`config.mk`:
```
export PLATFORM = sky130hd
export DESIGN_NAME = alu_seq_ctrl
export DESIGN_NICKNAME = d
export VERILOG_FILES = /design/src/rtl/alu_seq_pkg.sv /design/src/rtl/Add_rca_8.sv /design/src/rtl/Mux4.sv /design/src/rtl/alu_seq_ctrl.sv
export SDC_FILE = /design/constraint.sdc
export NUM_CORES = 1
export LEC_CHECK = 0
export CORE_MARGIN = 8
export CORE_UTILIZATION = 49
export DETAILED_ROUTE_END_ITERATION = 12
export PLACE_DENSITY_LB_ADDON = 0.08
export SLEW_MARGIN = 20
export SYNTH_ARGS = -nofsm -noshare
export SYNTH_HDL_FRONTEND = slang
export SYNTH_HIERARCHICAL = 1
export SYNTH_SLANG_ARGS = --single-unit
```
`constraint.sdc`:
```
create_clock -name clk -period 5 [get_ports clk]
set_input_delay 0.75 -clock clk [delete_from_list [all_inputs] [get_ports clk]]
set_output_delay 0.75 -clock clk [all_outputs]
set_load 0.01 [all_outputs]
```
`src/rtl/alu_seq_pkg.sv`:
```
// Shared opcodes, FSM state encoding and one-hot operand-select codes
// for the alu_seq_ctrl operation sequencer.
package alu_seq_pkg;

  localparam int W         = 8;
  localparam int MUL_STEPS = 8;
  localparam int CNT_W     = 3;

  localparam logic [1:0] OP_ADD = 2'b00;
  localparam logic [1:0] OP_SUB = 2'b01;
  localparam logic [1:0] OP_MUL = 2'b10;
  localparam logic [1:0] OP_RSV = 2'b11;

  typedef enum logic [1:0] {
    ST_IDLE = 2'd0,
    ST_ALU  = 2'd1,
    ST_MUL  = 2'd2
  } state_e;

  localparam logic [3:0] SEL_B    = 4'b0001;
  localparam logic [3:0] SEL_NB   = 4'b0010;
  localparam logic [3:0] SEL_A    = 4'b0100;
  localparam logic [3:0] SEL_ZERO = 4'b1000;

endpackage

```
`src/rtl/Add_rca_8.sv`:
```
// 8-bit ripple-carry adder built from a chain of full adders.
module Add_rca_8 (
  input  logic [7:0] a,
  input  logic [7:0] b,
  input  logic       cin,
  output logic [7:0] sum,
  output logic       cout
);

  logic [8:0] carry;

  assign carry[0] = cin;

  for (genvar i = 0; i < 8; i++) begin : g_fa
    assign sum[i]     = a[i] ^ b[i] ^ carry[i];
    assign carry[i+1] = (a[i] & b[i]) | (carry[i] & (a[i] ^ b[i]));
  end

  assign cout = carry[8];

endmodule

```
`src/rtl/Mux4.sv`:
```
// Four-input AND-OR multiplexer driven by a one-hot select.
module Mux4 #(
  parameter int k = 8
) (
  input  logic [k-1:0] in0,
  input  logic [k-1:0] in1,
  input  logic [k-1:0] in2,
  input  logic [k-1:0] in3,
  input  logic [3:0]   sel,
  output logic [k-1:0] out
);

  always_comb begin
    out = ({k{sel[0]}} & in0) |
          ({k{sel[1]}} & in1) |
          ({k{sel[2]}} & in2) |
          ({k{sel[3]}} & in3);
  end

endmodule

```
`src/rtl/alu_seq_ctrl.sv`:
```
// Sequencer sharing one ripple-carry adder between ADD, SUB and an
// 8-step shift-add multiply, with a start/busy handshake and done pulse.
module alu_seq_ctrl
  import alu_seq_pkg::*;
(
  input  logic           clk,
  input  logic           rst,
  input  logic           start,
  input  logic [1:0]     op,
  input  logic [W-1:0]   a,
  input  logic [W-1:0]   b,
  output logic           busy,
  output logic           done,
  output logic [2*W-1:0] result,
  output logic           c_out
);

  state_e               state_q, state_d;
  logic [W-1:0]         a_q, a_d;
  logic [W-1:0]         b_q, b_d;
  logic [1:0]           op_q, op_d;
  logic [2*W-1:0]       p_q, p_d;
  logic [CNT_W-1:0]     cnt_q, cnt_d;
  logic [2*W-1:0]       result_q, result_d;
  logic                 c_out_q, c_out_d;
  logic                 done_q, done_d;

  logic [W-1:0]         add_a;
  logic [W-1:0]         add_b;
  logic                 add_cin;
  logic [W-1:0]         add_sum;
  logic                 add_cout;
  logic [3:0]           sel;
  logic [2*W-1:0]       p_shift;

  // Operand B comes through the one-hot mux; operand A is either the
  // latched A (ADD/SUB) or the running high half of the product (MUL).
  always_comb begin
    sel     = SEL_ZERO;
    add_a   = a_q;
    add_cin = 1'b0;
    case (state_q)
      ST_ALU: begin
        if (op_q == OP_ADD) begin
          sel = SEL_B;
        end else if (op_q == OP_SUB) begin
          sel     = SEL_NB;
          add_cin = 1'b1;
        end
      end
      ST_MUL: begin
        add_a = p_q[2*W-1:W];
        sel   = p_q[0] ? SEL_A : SEL_ZERO;
      end
      default: ;
    endcase
  end

  Mux4 #(.k(W)) u_mux (
    .in0 (b_q),
    .in1 (~b_q),
    .in2 (a_q),
    .in3 ({W{1'b0}}),
    .sel (sel),
    .out (add_b)
  );

  Add_rca_8 u_add (
    .a    (add_a),
    .b    (add_b),
    .cin  (add_cin),
    .sum  (add_sum),
    .cout (add_cout)
  );

  // The 17-bit {carry, hi, lo} shifted right by one always leaves a zero
  // in the carry position, so only the 16 product bits are stored.
  assign p_shift = {add_cout, add_sum, p_q[W-1:1]};

  always_comb begin
    state_d  = state_q;
    a_d      = a_q;
    b_d      = b_q;
    op_d     = op_q;
    p_d      = p_q;
    cnt_d    = cnt_q;
    result_d = result_q;
    c_out_d  = c_out_q;
    done_d   = 1'b0;
    case (state_q)
      ST_IDLE: begin
        if (start) begin
          a_d     = a;
          b_d     = b;
          op_d    = op;
          p_d     = {{W{1'b0}}, b};
          cnt_d   = '0;
          state_d = (op == OP_MUL) ? ST_MUL : ST_ALU;
        end
      end
      ST_ALU: begin
        if (op_q == OP_RSV) begin
          result_d = '0;
          c_out_d  = 1'b0;
        end else begin
          result_d = {{W{1'b0}}, add_sum};
          c_out_d  = add_cout;
        end
        done_d  = 1'b1;
        state_d = ST_IDLE;
      end
      ST_MUL: begin
        p_d   = p_shift;
        cnt_d = cnt_q + 1'b1;
        if (cnt_q == CNT_W'(MUL_STEPS - 1)) begin
          result_d = p_shift;
          c_out_d  = 1'b0;
          done_d   = 1'b1;
          state_d  = ST_IDLE;
        end
      end
      default: state_d = ST_IDLE;
    endcase
  end

  always_ff @(posedge clk) begin
    if (rst) begin
      state_q  <= ST_IDLE;
      a_q      <= '0;
      b_q      <= '0;
      op_q     <= OP_ADD;
      p_q      <= '0;
      cnt_q    <= '0;
      result_q <= '0;
      c_out_q  <= 1'b0;
      done_q   <= 1'b0;
    end else begin
      state_q  <= state_d;
      a_q      <= a_d;
      b_q      <= b_d;
      op_q     <= op_d;
      p_q      <= p_d;
      cnt_q    <= cnt_d;
      result_q <= result_d;
      c_out_q  <= c_out_d;
      done_q   <= done_d;
    end
  end

  assign busy   = (state_q != ST_IDLE);
  assign done   = done_q;
  assign result = result_q;
  assign c_out  = c_out_q;

endmodule

```
==> impl_metrics.json, run 1 <==
{
  "crit_required_ns": 5.27,
  "skew_ns": 0.00896,
  "rrSetupSlack_ns": 0.22,
  "max_slew_margin_pct": 29.0,
  "die_area_mm2": 0.00861,
  "die_h_um": 92.8,
  "clock-sinks": 57,
  "synth.area.top_cells": "dfxtp_1 39%, nand2_1 7.3%, fa_1 5.5%",
  "drc": 0,
  "drive_above_1_share_pct": 12.9,
  "fill_cells": 579,
  "yosysTopAreaCellShare_pct": 39.5,
  "synth.yosys.seq_area_share_pct": 39.5,
  "synth_edf_count": 0,
  "core_area_mm2": 0.00582,
  "cts_buffers": 9,
  "grt_pass1_vias": 2281,
  "synth_cell_types": 38,
  "place_hpwl_mm": 5.14,
  "ys_warn_count": 6,
  "synth-seq-cells": 57,
  "critPathLaunch": "state_q[1]",
  "clock_latency_ns": 0.34,
  "crit_buf_inv": 5,
  "power_density_mw_per_mm2": 332,
  "hold_viol": 0,
  "yosysMostFrequentCell": "dfxtp_1",
  "syn_area_mm2": 0.00289,
  "tns_ns": 0,
  "pwr-share-seq_pct": 42.9,
  "vias": 2407,
  "synth.largest_area_cell": "dfxtp_1",
  "cts_tree": "built",
  "crit_slowest_cell": "fa_1",
  "final_net_count": 403,
  "gp_congestion": 0.776,
  "rows": 28,
  "path_class": "flop to flop",
  "grt_pass1_wl_mm": 11.7,
  "htreeDepth": 3,
  "antenna_found_initial": 0,
  "synthTopCellsByCount": "57 x dfxtp_1, 56 x nand2_1, 30 x a21oi_1, 27 x nor2_1, 21 x inv_1",
  "overflow": 0,
  "cts.clk_slew.worst_paths_ns": 0.07,
  "port_buffers": 39,
  "status": "finished clean",
  "cts_setup_buffers": 0,
  "fin_total_pwr_w": 0.00117,
  "synth_flop_cell": "dfxtp_1",
  "ir_worst_vdd_mv": 0.190,
  "die_w_um": 92.8,
  "slowest_delay_ns": 0.41,
  "fin_crit_sh_pct": 95.5,
  "setup_viol": 0,
  "wl_per_cell_um": 15.8,
  "min_from": "p_q[13]",
  "switching_share_pct": 27.7,
  "async_reset_ff_share_pct": 0,
  "startpoint_type": "flop",
  "max_slew.worst_pin.slew_ns": 1.06,
  "switching_power_w": 0.000323,
  "critPathTopFamily": "adder cells",
  "ctsHoldBuffers": 0,
  "netlist_instances": 328,
  "cts_buffer_depth": 2,
  "p_int_w": 0.000843,
  "fmax_ghz": 0.209,
  "crit_chain": "inv_1 > ha_1 > and3b_1 > and2_1 > a22oi_1 > nand2_1 > fa_1 > inv_1 > fa_1 > inv_1 > fa_1 > fa_2 > fa_2 > fa_1 > fa_1 > inv_1 > fa_1 > inv_1 > a221oi_1 > nor3_1",
  "r2r-start": "state_q[1]",
  "io_pins": 40,
  "fin_crit_ns": 4.78,
  "grt_usage_pct": 17.4,
  "initial_utilization_pct": 49.7,
  "worstPathMaxFanout": 4,
  "leakagePower_nw": 1.33,
  "clkPwrFrac_pct": 40.1,
  "rsz0062_at_grt": "false",
  "drt-total-wl_mm": 7.07,
  "min_path_type": "flop to flop",
  "routed_via_density": 5.37,
  "worst_setup_path_end_kind": "flop",
  "dr.pass1.iters": 4,
  "drv_cap": 0,
  "grt_max_degree": 58,
  "ant_nets": 0,
  "n_antenna_cell": 0,
  "area_growth_pct": 21.7,
  "crit_arrival_ns": 5.04,
  "slew_viol_final": 0,
  "first_iter_violations": 119,
  "avgSynthCellArea_um2": 8.81,
  "pwr-share-comb_pct": 17.0,
  "crit_top_cell": "fa_1",
  "cts-root-buf": "clkbuf_8"
}
per-stage QoR:
stage	instances	hold WS [ns]	cell area, um2	setup WS, ns	util [%]
after floorplan	335	0.428	2920	0.256	-
after global placement	432	0.439	3280	0.331	56.5
after detailed placement	432	0.444	3280	0.144	56.5
after CTS	448	0.460	3490	0.130	60.1
after global routing	448	0.480	3520	0.00320	60.5
final	448	0.457	3520	0.223	60.5
registers in the layout (all words and copies together) (netlist names):
name,count
p_q,16
result,16
a_q,8
b_q,8
cnt_q,3
op_q,2
state_q,2
c_out,1
done,1
cell usage in the layout, fill, tap and decap left out, types with 9 or more instances in the layout:
master	n
dfxtp_1	56
inv_1	21
nor2_1	27
nand3_1	9
clkdlybuf4s50_1	38
a22oi_1	17
mux2_2	9
a21oi_1	30
nand2_1	56
clkbuf_8	9
metal layers:
metal	track usage (%)	part of all wire, %	vias up
met3	4.29	6.4	14
li1	-	-	1206
met5	0	0	-
met1	22.4	47	1106
met2	25.6	44	81
met4	10.2	2.2	0
what timing repair did:
item,CTS,global route
hold endpoints to repair,0,0
endpoints found under the setup margin,0,3
resized for setup,0,4
worst paths after layout:
path,end,cells past startpoint
worst max-delay path,result[7],20
worst min-delay path,p_q[13],2
worst max register to register,result[7],20
worst min register to register,p_q[13],2
worst register-to-register path, delay by kind of cell, from the launching register on:
kind                       cells  cell delay (ns)
AOI/OAI and AO/OA              2             0.26
adders and majority gates      9             3.06
buffers and inverters          5             0.38
DFF                            1             0.35
and+or+nand+nor                4             0.65
cell families after synthesis:
logic type	synth area share, %
muxes	7.62
adders and majority gates	8.14
DFF	39.5
other	0.130
AOI/OAI and AO/OA	18.5
and+or+nand+nor	18.0
buffers and inverters	8.14
final cells by class:
class	instances	area [um2]	area share, %
inverter	21	78.8	2.24
clock buffer	10	128	3.63
tap	75	93.8	2.67
multi-input combinational	234	1560	44.4
sequential	57	1140	32.5
timing repair buffer	45	430	12.2
clock inverter	6	82.6	2.35
power by group through the flow:
stage	sequential [W]	combinational [W]	clock [W]
final	0.000500	0.000198	0.000468
after global placement	0.000510	0.000192	0
after detailed placement	0.000510	0.000194	0
after floorplan	0.000506	0.000133	0
after CTS	0.000500	0.000195	0.000474
after global routing	0.000503	0.000220	0.000495
No activity file was read; power rests on OpenSTA's default activity.
==> run 2: changes to the inputs <==
--- a/config.mk
+++ b/config.mk
@@ -7,8 +7,9 @@
 export LEC_CHECK = 0
 export CORE_MARGIN = 8
 export CORE_UTILIZATION = 49
+export CTS_CLUSTER_DIAMETER = 80
 export DETAILED_ROUTE_END_ITERATION = 12
-export PLACE_DENSITY_LB_ADDON = 0.08
+export PLACE_DENSITY = 0.82
 export SLEW_MARGIN = 20
 export SYNTH_ARGS = -nofsm -noshare
 export SYNTH_HDL_FRONTEND = slang
==> run 2 against run 1 <==
Compared with the run above: largest power group is now clock; die area stayed put; clock skew down 0.0043 ns; wire length fell by 0.38%; via count is 0.96% higher; power is 11% higher; global-route usage down 0.35 points.
==> impl_metrics.json, run 2 (same netlist as run 1, synthesis figures left out) <==
{
  "grt_max_degree": 58,
  "worst_slack_ns": 0.240,
  "drc": 0,
  "ir_worst_vdd_mv": 0.179,
  "drv_cap": 0,
  "slew_viol_final": 0,
  "status": "finished clean",
  "die_w_um": 92.8,
  "die_h_um": 92.8,
  "cts-root-buf": "clkbuf_8",
  "grt_usage_pct": 17.0,
  "drive_above_1_share_pct": 12.9,
  "place_inst": 431,
  "clock_latency_ns": 0.34,
  "power_density_mw_per_mm2": 362,
  "htreeDepth": 3,
  "clkPwrFrac_pct": 46.1,
  "rows": 28,
  "cts.clk_slew.worst_paths_ns": 0.07,
  "min_path_cells": 2,
  "cts_setup_buffers": 0,
  "clock-sinks": 57,
  "cts_tree": "built",
  "gp_congestion": 0.844,
  "hold_viol": 0,
  "pwr-share-comb_pct": 15.2,
  "wl_per_cell_um": 15.8,
  "n_antenna_cell": 0,
  "core_area_mm2": 0.00582,
  "tns_ns": 0,
  "reg2reg_depth": 20,
  "pre_cts_ws_ns": 0.103,
  "fin_crit_ns": 4.76,
  "io_pins": 40,
  "startpoint_type": "flop",
  "port_buffers": 39,
  "cts_buffers": 9,
  "setup_viol": 0,
  "dr.pass1.iters": 4,
  "p_int_w": 0.000970,
  "skew_ns": 0.00467,
  "max_slew_margin_pct": 30.1,
  "ant_nets": 0,
  "ctsHoldBuffers": 0,
  "die_area_mm2": 0.00861,
  "overflow": 0,
  "pwr-share-seq_pct": 38.7,
  "initial_utilization_pct": 49.7,
  "antenna_found_initial": 0,
  "vias": 2430,
  "worstPathMaxFanout": 7,
  "final_net_count": 402,
  "first_iter_violations": 172,
  "routed_via_density": 5.44,
  "switching_share_pct": 24.8,
  "leakagePower_nw": 1.36,
  "worst_setup_path_end_kind": "flop",
  "crit_required_ns": 5.26,
  "drt-total-wl_mm": 7.04,
  "cts_buffer_depth": 2,
  "place_hpwl_mm": 4.88,
  "stdcell_count": 447,
  "grt_pass1_vias": 2415,
  "path_class": "flop to flop",
  "rsz0062_at_grt": "false",
  "max_slew.worst_pin.slew_ns": 1.05,
  "min_path_type": "flop to flop",
  "fmax_ghz": 0.210,
  "switching_power_w": 0.000320,
  "grt_pass1_wl_mm": 11.6,
  "fin_crit_sh_pct": 95.2,
  "crit_arrival_ns": 5.02,
  "area_growth_pct": 23.3,
  "final_cell_mix": "56 x nand2_1, 56 x dfxtp_1, 38 x clkdlybuf4s50_1"
}
## run 2: changes by cell type in the layout (fill, tap and decap cells not counted), sizes merged
cell	change
bufinv	+2
clkinv	-2
buf	-1
clkbuf	+1
clkinvlp	-1
## run 2: final cells by class
cell class                 instances  area [um2]
inverter                          21        78.8
clock inverter                     5         125
tap                               75        93.8
sequential                        57        1140
multi-input combinational        234        1550
clock buffer                      11         151
fill                             499        2250
timing repair buffer              44         423
## run 2: final timing paths
check                                 end  slack (ns)  startpoint
worst max-delay path            result[7]        0.24  state_q[1]
worst min-delay path              p_q[13]        0.46     p_q[13]
worst max register to register  result[7]        0.24  state_q[1]
worst min register to register    p_q[13]        0.46     p_q[13]
## run 2: critical path, cell delays in order, from the launching register on
cell and delay, ns:
dfxtp_2 0.35, inv_1 0.07, ha_2 0.21, and3b_1 0.19, and2_1 0.20, a22oi_2 0.17
nand2_1 0.09, fa_1 0.38, inv_1 0.07, fa_1 0.16, inv_1 0.05, fa_1 0.38
fa_2 0.35, fa_1 0.38, fa_1 0.40, fa_1 0.39, inv_1 0.08, fa_1 0.43
inv_2 0.08, a221oi_1 0.07, nor3_1 0.17
## run 2: power by group through the flow
stage	Sequential (W)	Clock [W]	Combinational, W
floorplan	0.000506	0	0.000133
global placement	0.000507	0	0.000187
detailed placement	0.000508	0	0.000193
CTS	0.000499	0.000600	0.000194
global route	0.000502	0.000628	0.000217
finish	0.000499	0.000595	0.000196
## run 2: per-layer routing
layer | global-route usage, % | vias to the layer above | wire [um]
met5 | 0 | - | 0
met4 | 7.38 | 0 | 110
met3 | 5.66 | 11 | 547
met2 | 25.1 | 80 | 3220
met1 | 22.0 | 1135 | 3170
li1 | - | 1204 | -
## run 2: timing repair
action | CTS | global route
hold endpoints to repair | 0 | 0
gates resized for setup | 0 | 5
endpoints found under the setup margin | 0 | 4
## run 2: metrics by stage
| step | power [W] | util [%] | cell area, um2 | hold WS, ns |
|---|---|---|---|---|
| floorplan | 0.000638 | - | 2920 | 0.428 |
| global placement | 0.000694 | 56.3 | 3280 | 0.437 |
| detailed placement | 0.000701 | 56.3 | 3280 | 0.445 |
| CTS | 0.00129 | 61.1 | 3550 | 0.459 |
| global route | 0.00135 | 61.3 | 3560 | 0.484 |
| finish | 0.00129 | 61.3 | 3560 | 0.461 |
==> run 3: changes to the inputs <==
--- a/config.mk
+++ b/config.mk
@@ -5,6 +5,7 @@
 export SDC_FILE = /design/constraint.sdc
 export NUM_CORES = 1
 export LEC_CHECK = 0
+export ABC_CLOCK_PERIOD_IN_PS = 5000
 export CORE_MARGIN = 8
 export CORE_UTILIZATION = 49
 export CTS_CLUSTER_DIAMETER = 80
==> results of run 3 <==
No change in the layout: final DEF, timing and power equal those of run 2.
==> RTL change 1, RTL diff (flow settings as in run 2) <==
Register the inputs `start`, `op`, `a` and `b` before use, without a reset. The logic sees them one clock later.
--- a/src/rtl/alu_seq_ctrl.sv
+++ b/src/rtl/alu_seq_ctrl.sv
@@ -16,2 +16,14 @@
 );
+
+  logic start_q;
+  logic [1:0] op_r;
+  logic [W-1:0] a_r;
+  logic [W-1:0] b_r;
+
+  always_ff @(posedge clk) begin
+    start_q <= start;
+    op_r    <= op;
+    a_r     <= a;
+    b_r     <= b;
+  end
 
@@ -91,9 +103,9 @@
       ST_IDLE: begin
-        if (start) begin
-          a_d     = a;
-          b_d     = b;
-          op_d    = op;
-          p_d     = {{W{1'b0}}, b};
+        if (start_q) begin
+          a_d     = a_r;
+          b_d     = b_r;
+          op_d    = op_r;
+          p_d     = {{W{1'b0}}, b_r};
           cnt_d   = '0;
-          state_d = (op == OP_MUL) ? ST_MUL : ST_ALU;
+          state_d = (op_r == OP_MUL) ? ST_MUL : ST_ALU;
         end
Check against the original RTL: not equivalent (a bounded check fails within 4 cycles, from zero or initial values and one cycle with rst high).
==> RTL change 1 against run 2 <==
- worst setup slack lost 0.040 ns
- utilization grew 0.29 points
- fmax shrank 0.83%
- sequential cell count grew 19
- sequential power grew 33%
- area after synthesis grew 13%
- sequential share of layout area grew 6.5 points
- power grew 11%
- synthesized cell count grew 5.8%
- non-clock buffer count is the same
- wire length grew 1.6%
- design area grew 11%
- cell count grew 4.7%
==> RTL change 1: results (changes against run 2) <==
critical_path:
  crit_slowest_cell: "fa_1"  # unchanged
  r2r_slack_ns: 0.20  # was 0.24 ns
  arrival_ns: 5.08  # was 5.02 ns
synthesis:
  synth-compound-area-share_pct: 16.3  # was 18.5%
  synthAdderAreaFrac_pct: 7.19  # was 8.14%
  synth.area.top_cells: "dfxtp_1 47%, nand2_1 6.4%, fa_1 4.9%"  # was dfxtp_1 39%, nand2_1 7.3%, fa_1 5.5%
  ys_seq_area_share_pct: 46.5  # was 39.5%
  synth_commonest_cells: "76 x dfxtp_1, 56 x nand2_1, 30 x a21oi_1"  # was 57 x dfxtp_1, 56 x nand2_1, 30 x a21oi_1
detailed_routing:
  vias_per_cell: 5.45  # was 5.44
  drtIter0Drc: 186  # was 172
  finalWirelength_um: 7160  # was 7040 um
sta:
  hold_ws_ns: 0.425  # was 0.461 ns
  fin_skew_ns: 0.00941  # was 0.00467 ns
  tightest_slew_ns: 1.02  # was 1.05 ns
  fin_crit_ns: 4.80  # was 4.76 ns
pwr:
  vdd_drop_max_v: 0.000286  # was 0.000179 V
  leakage_nw: 1.52  # was 1.36 nW
  power.internal_mw: 1.08  # was 970 uW
  p_clk_uw: 567  # was 595 uW
place:
  globalplace.congestion: 0.919  # was 0.844
  place_ws_ns: 0.112  # was 0.103 ns
  dp_hpwl_um: 4990  # was 4880 um
finish:
  drive_gt1_share_pct: 12.5  # was 12.9%
  n_fill_cell: 552  # was 499
  final_nets: 421  # was 402
global_route:
  grt_use_total_pct: 15.8  # was 17.0%
  first_global_vias: 2500  # was 2415
run_status:
  status: "complete, no violations"  # unchanged
==> RTL change 1: cells by family after synthesis <==
logic type / Yosys count
simple gates: 117
compound gates: 75
buf+inv: 44
flops: 76
mux: 20
other cells: 1
fa+ha+maj: 14
==> RTL change 1: worst min path at each step <==
stage                              start             endpoint  cells after the start
after global placement    a_r[0]$_DFF_P_  a_q[0]$_SDFFE_PP0P_                      2
after CTS                 a_r[1]$_DFF_P_  a_q[1]$_SDFFE_PP0P_                      2
after global routing      a_r[5]$_DFF_P_  a_q[5]$_SDFFE_PP0P_                      2
after floorplan           a_r[0]$_DFF_P_  a_q[0]$_SDFFE_PP0P_                      2
final                     a_r[1]$_DFF_P_  a_q[1]$_SDFFE_PP0P_                      2
after detailed placement  a_r[1]$_DFF_P_  a_q[1]$_SDFFE_PP0P_                      2
==> RTL change 1: per-stage QoR <==
stage / util [%] / power [mW] / cells / setup TNS [ns] / cell area [um2]
floorplan: - / 0.805 / 354 / 0 / 3300
global placement: 57.0 / 0.861 / 452 / 0 / 3660
detailed placement: 57.0 / 0.868 / 452 / 0 / 3660
CTS: 60.9 / 1.43 / 468 / 0 / 3910
global route: 61.6 / 1.49 / 468 / -0.00370 / 3960
finish: 61.6 / 1.43 / 468 / 0 / 3960
==> RTL change 1: per-layer routing <==
metal  track usage, %  routed length (um)  vias to the layer above
met3             5.23                 486                       20
met1             19.9                3210                     1187
met5                0                   0                        -
li1                 -                   -                     1257
met4             7.67                 197                        0
met2             23.7                3270                       87
==> RTL change 1: area by class of cell <==
class	count	area, um2	share of cell area (%)
Clock inverter	4	95.1	2.40
Clock buffer	12	155	3.92
Timing Repair Buffer	44	423	10.7
Multi-Input combinational cell	234	1580	40.0
Tap cell	77	96.3	2.44
Sequential cell	76	1520	38.5
Inverter	21	78.8	1.99
==> RTL change 2, RTL diff (config.mk and constraints of run 2) <==
Without the edit above. The package constant `CNT_W` goes from 3 to 5.
--- a/src/rtl/alu_seq_pkg.sv
+++ b/src/rtl/alu_seq_pkg.sv
@@ -6,3 +6,3 @@
   localparam int MUL_STEPS = 8;
-  localparam int CNT_W     = 3;
+  localparam int CNT_W     = 5;
 
Formal check against the unedited RTL: same outputs for any inputs over 4 cycles, from zero or initial values and one cycle with rst high; that may be too few to reach the edited logic, so the function may still have changed.
==> RTL change 2 against run 2 <==
- area after synthesis increased by 2.3%
- sequential power increased by 4%
- combinational power increased by 12%
- wire length increased by 1.2%
- worst setup slack improved by 0.025 ns
- design area decreased by 0.39%
- power decreased by 14%
- utilization decreased by 0.96 points
- global-route usage about the same
- synthesized cell count decreased by 0.91%
- via count increased by 1.8%
- hold slack improved by 0.011 ns
- sequential cell count increased by 2
- highest routed layer unchanged
- critical path type unchanged
==> RTL change 2: results (changes against run 2) <==
run_status:
  status: "complete, no violations"  # unchanged
synthesis:
  synth.area.mux_share_pct: 6.48  # was 7.62%
  yosysUniqueCellTypes: 41  # was 38
  synth_area_um2: 2960  # was 2890 um2
  ys_seq_area_share_pct: 40.0  # was 39.5%
  synthAdderAreaFrac_pct: 7.11  # was 8.14%
  synth.area.top_cells: "dfxtp_1 40%, a211oi_1 6.1%, nand2_1 6.1%"  # was dfxtp_1 39%, nand2_1 7.3%, fa_1 5.5%
  synth-compound-area-share_pct: 25.4  # was 18.5%
  avgSynthCellArea_um2: 9.09  # was 8.81 um2
  synth_commonest_cells: "59 x dfxtp_1, 48 x nand2_1, 24 x a211oi_1"  # was 57 x dfxtp_1, 56 x nand2_1, 30 x a21oi_1
finish:
  n_fill_cell: 514  # was 499
  drive_gt1_share_pct: 11.6  # was 12.9%
  buffer_area_share_pct: 12.1  # was 11.9%
  area_growth_pct: 20.2  # was 23.3%
  inv_count: 23  # was 21
  regArea_um2: 1180  # was 1140 um2
  final_nets: 395  # was 402
  num-multi-input-gates: 225  # was 234
  multi_input_area_um2: 1610  # was 1550 um2
  final-clk-cell-share_pct: 4.37  # was 7.76%
  n_clock_buffer: 12  # was 11
global_route:
  grt_pass1_wl_um: 11800  # was 11600 um
  first_global_vias: 2369  # was 2415
  grt_start_max_net_pins: 55  # was 58
  grt_use_total_pct: 17.0  # about the same
cts:
  cts.sinks: 59  # was 57
pwr:
  p_clk_uw: 372  # was 595 uW
  leakage_nw: 1.32  # was 1.36 nW
  pwr-share-seq_pct: 46.7  # was 38.7%
  sequentialPower_uw: 518  # was 499 uW
  p_sw_uw: 322  # was 320 uW
  vdd_drop_max_v: 0.000172  # was 0.000179 V
critical_path:
  arrival_ns: 4.99  # was 5.02 ns
  path_max_fanout: 8  # was 7
sta:
  fin_skew_ns: 0.00808  # was 0.00467 ns
detailed_routing:
  vias: 2474  # was 2430
  vias_per_cell: 5.65  # was 5.44
  wl_per_cell_um: 16.3  # was 15.8 um
place:
  dp_cells: 426  # was 431
  dp_hpwl_um: 5020  # was 4880 um
  dpl_cell_area_um2: 3370  # was 3280 um2
  globalplace.congestion: 0.857  # was 0.844
  place_ws_ns: 0.127  # was 0.103 ns
==> RTL change 2: changes by cell type in the layout (fill, tap and decap cells not counted), moves of 4 or more <==
cell              run 2  this run
a211oi_1              8        23
a21oi_1              30        23
a221oi_1              7         0
a22o_1                0         8
a32oi_1               3         9
bufinv_16             4         0
nand2_1              56        48
nand3_1               9         1
nor2_1               27        17
nor3_1                7         1
==> RTL change 2: path summary, 6_finish.rpt <==
| path | startpoint | to | slack [ns] | cells past startpoint |
|---|---|---|---|---|
| setup / recovery | state_q[0]$_SDFFE_PP0P_ | result[7]$_SDFFE_PP0P_ | 0.27 | 19 |
| hold / removal | b_q[2]$_SDFFE_PP0P_ | b_q[2]$_SDFFE_PP0P_ | 0.47 | 2 |
| setup reg to reg | state_q[0]$_SDFFE_PP0P_ | result[7]$_SDFFE_PP0P_ | 0.27 | 19 |
| hold reg to reg | b_q[2]$_SDFFE_PP0P_ | b_q[2]$_SDFFE_PP0P_ | 0.47 | 2 |
==> RTL change 2: through the flow <==
step / hold slack [ns] / setup TNS, ns
finish: 0.472 / 0
global route: 0.500 / -0.000646
CTS: 0.474 / 0
detailed placement: 0.466 / 0
global placement: 0.460 / 0
floorplan: 0.447 / 0
==> RTL change 2: routing by layer <==
| layer | GRT usage, % | vias up | part of all wire (%) |
|---|---|---|---|
| met5 | 0 | - | 0 |
| li1 | - | 1224 | - |
| met3 | 5.76 | 9 | 6.0 |
| met4 | 6.47 | 0 | 1.5 |
| met2 | 27.6 | 61 | 50 |
| met1 | 20.4 | 1180 | 43 |
==> RTL change 2: what timing repair did <==
action,in CTS,in global routing
resized for setup,0,7
endpoints found under the hold margin,0,0
endpoints found under the setup margin,0,2
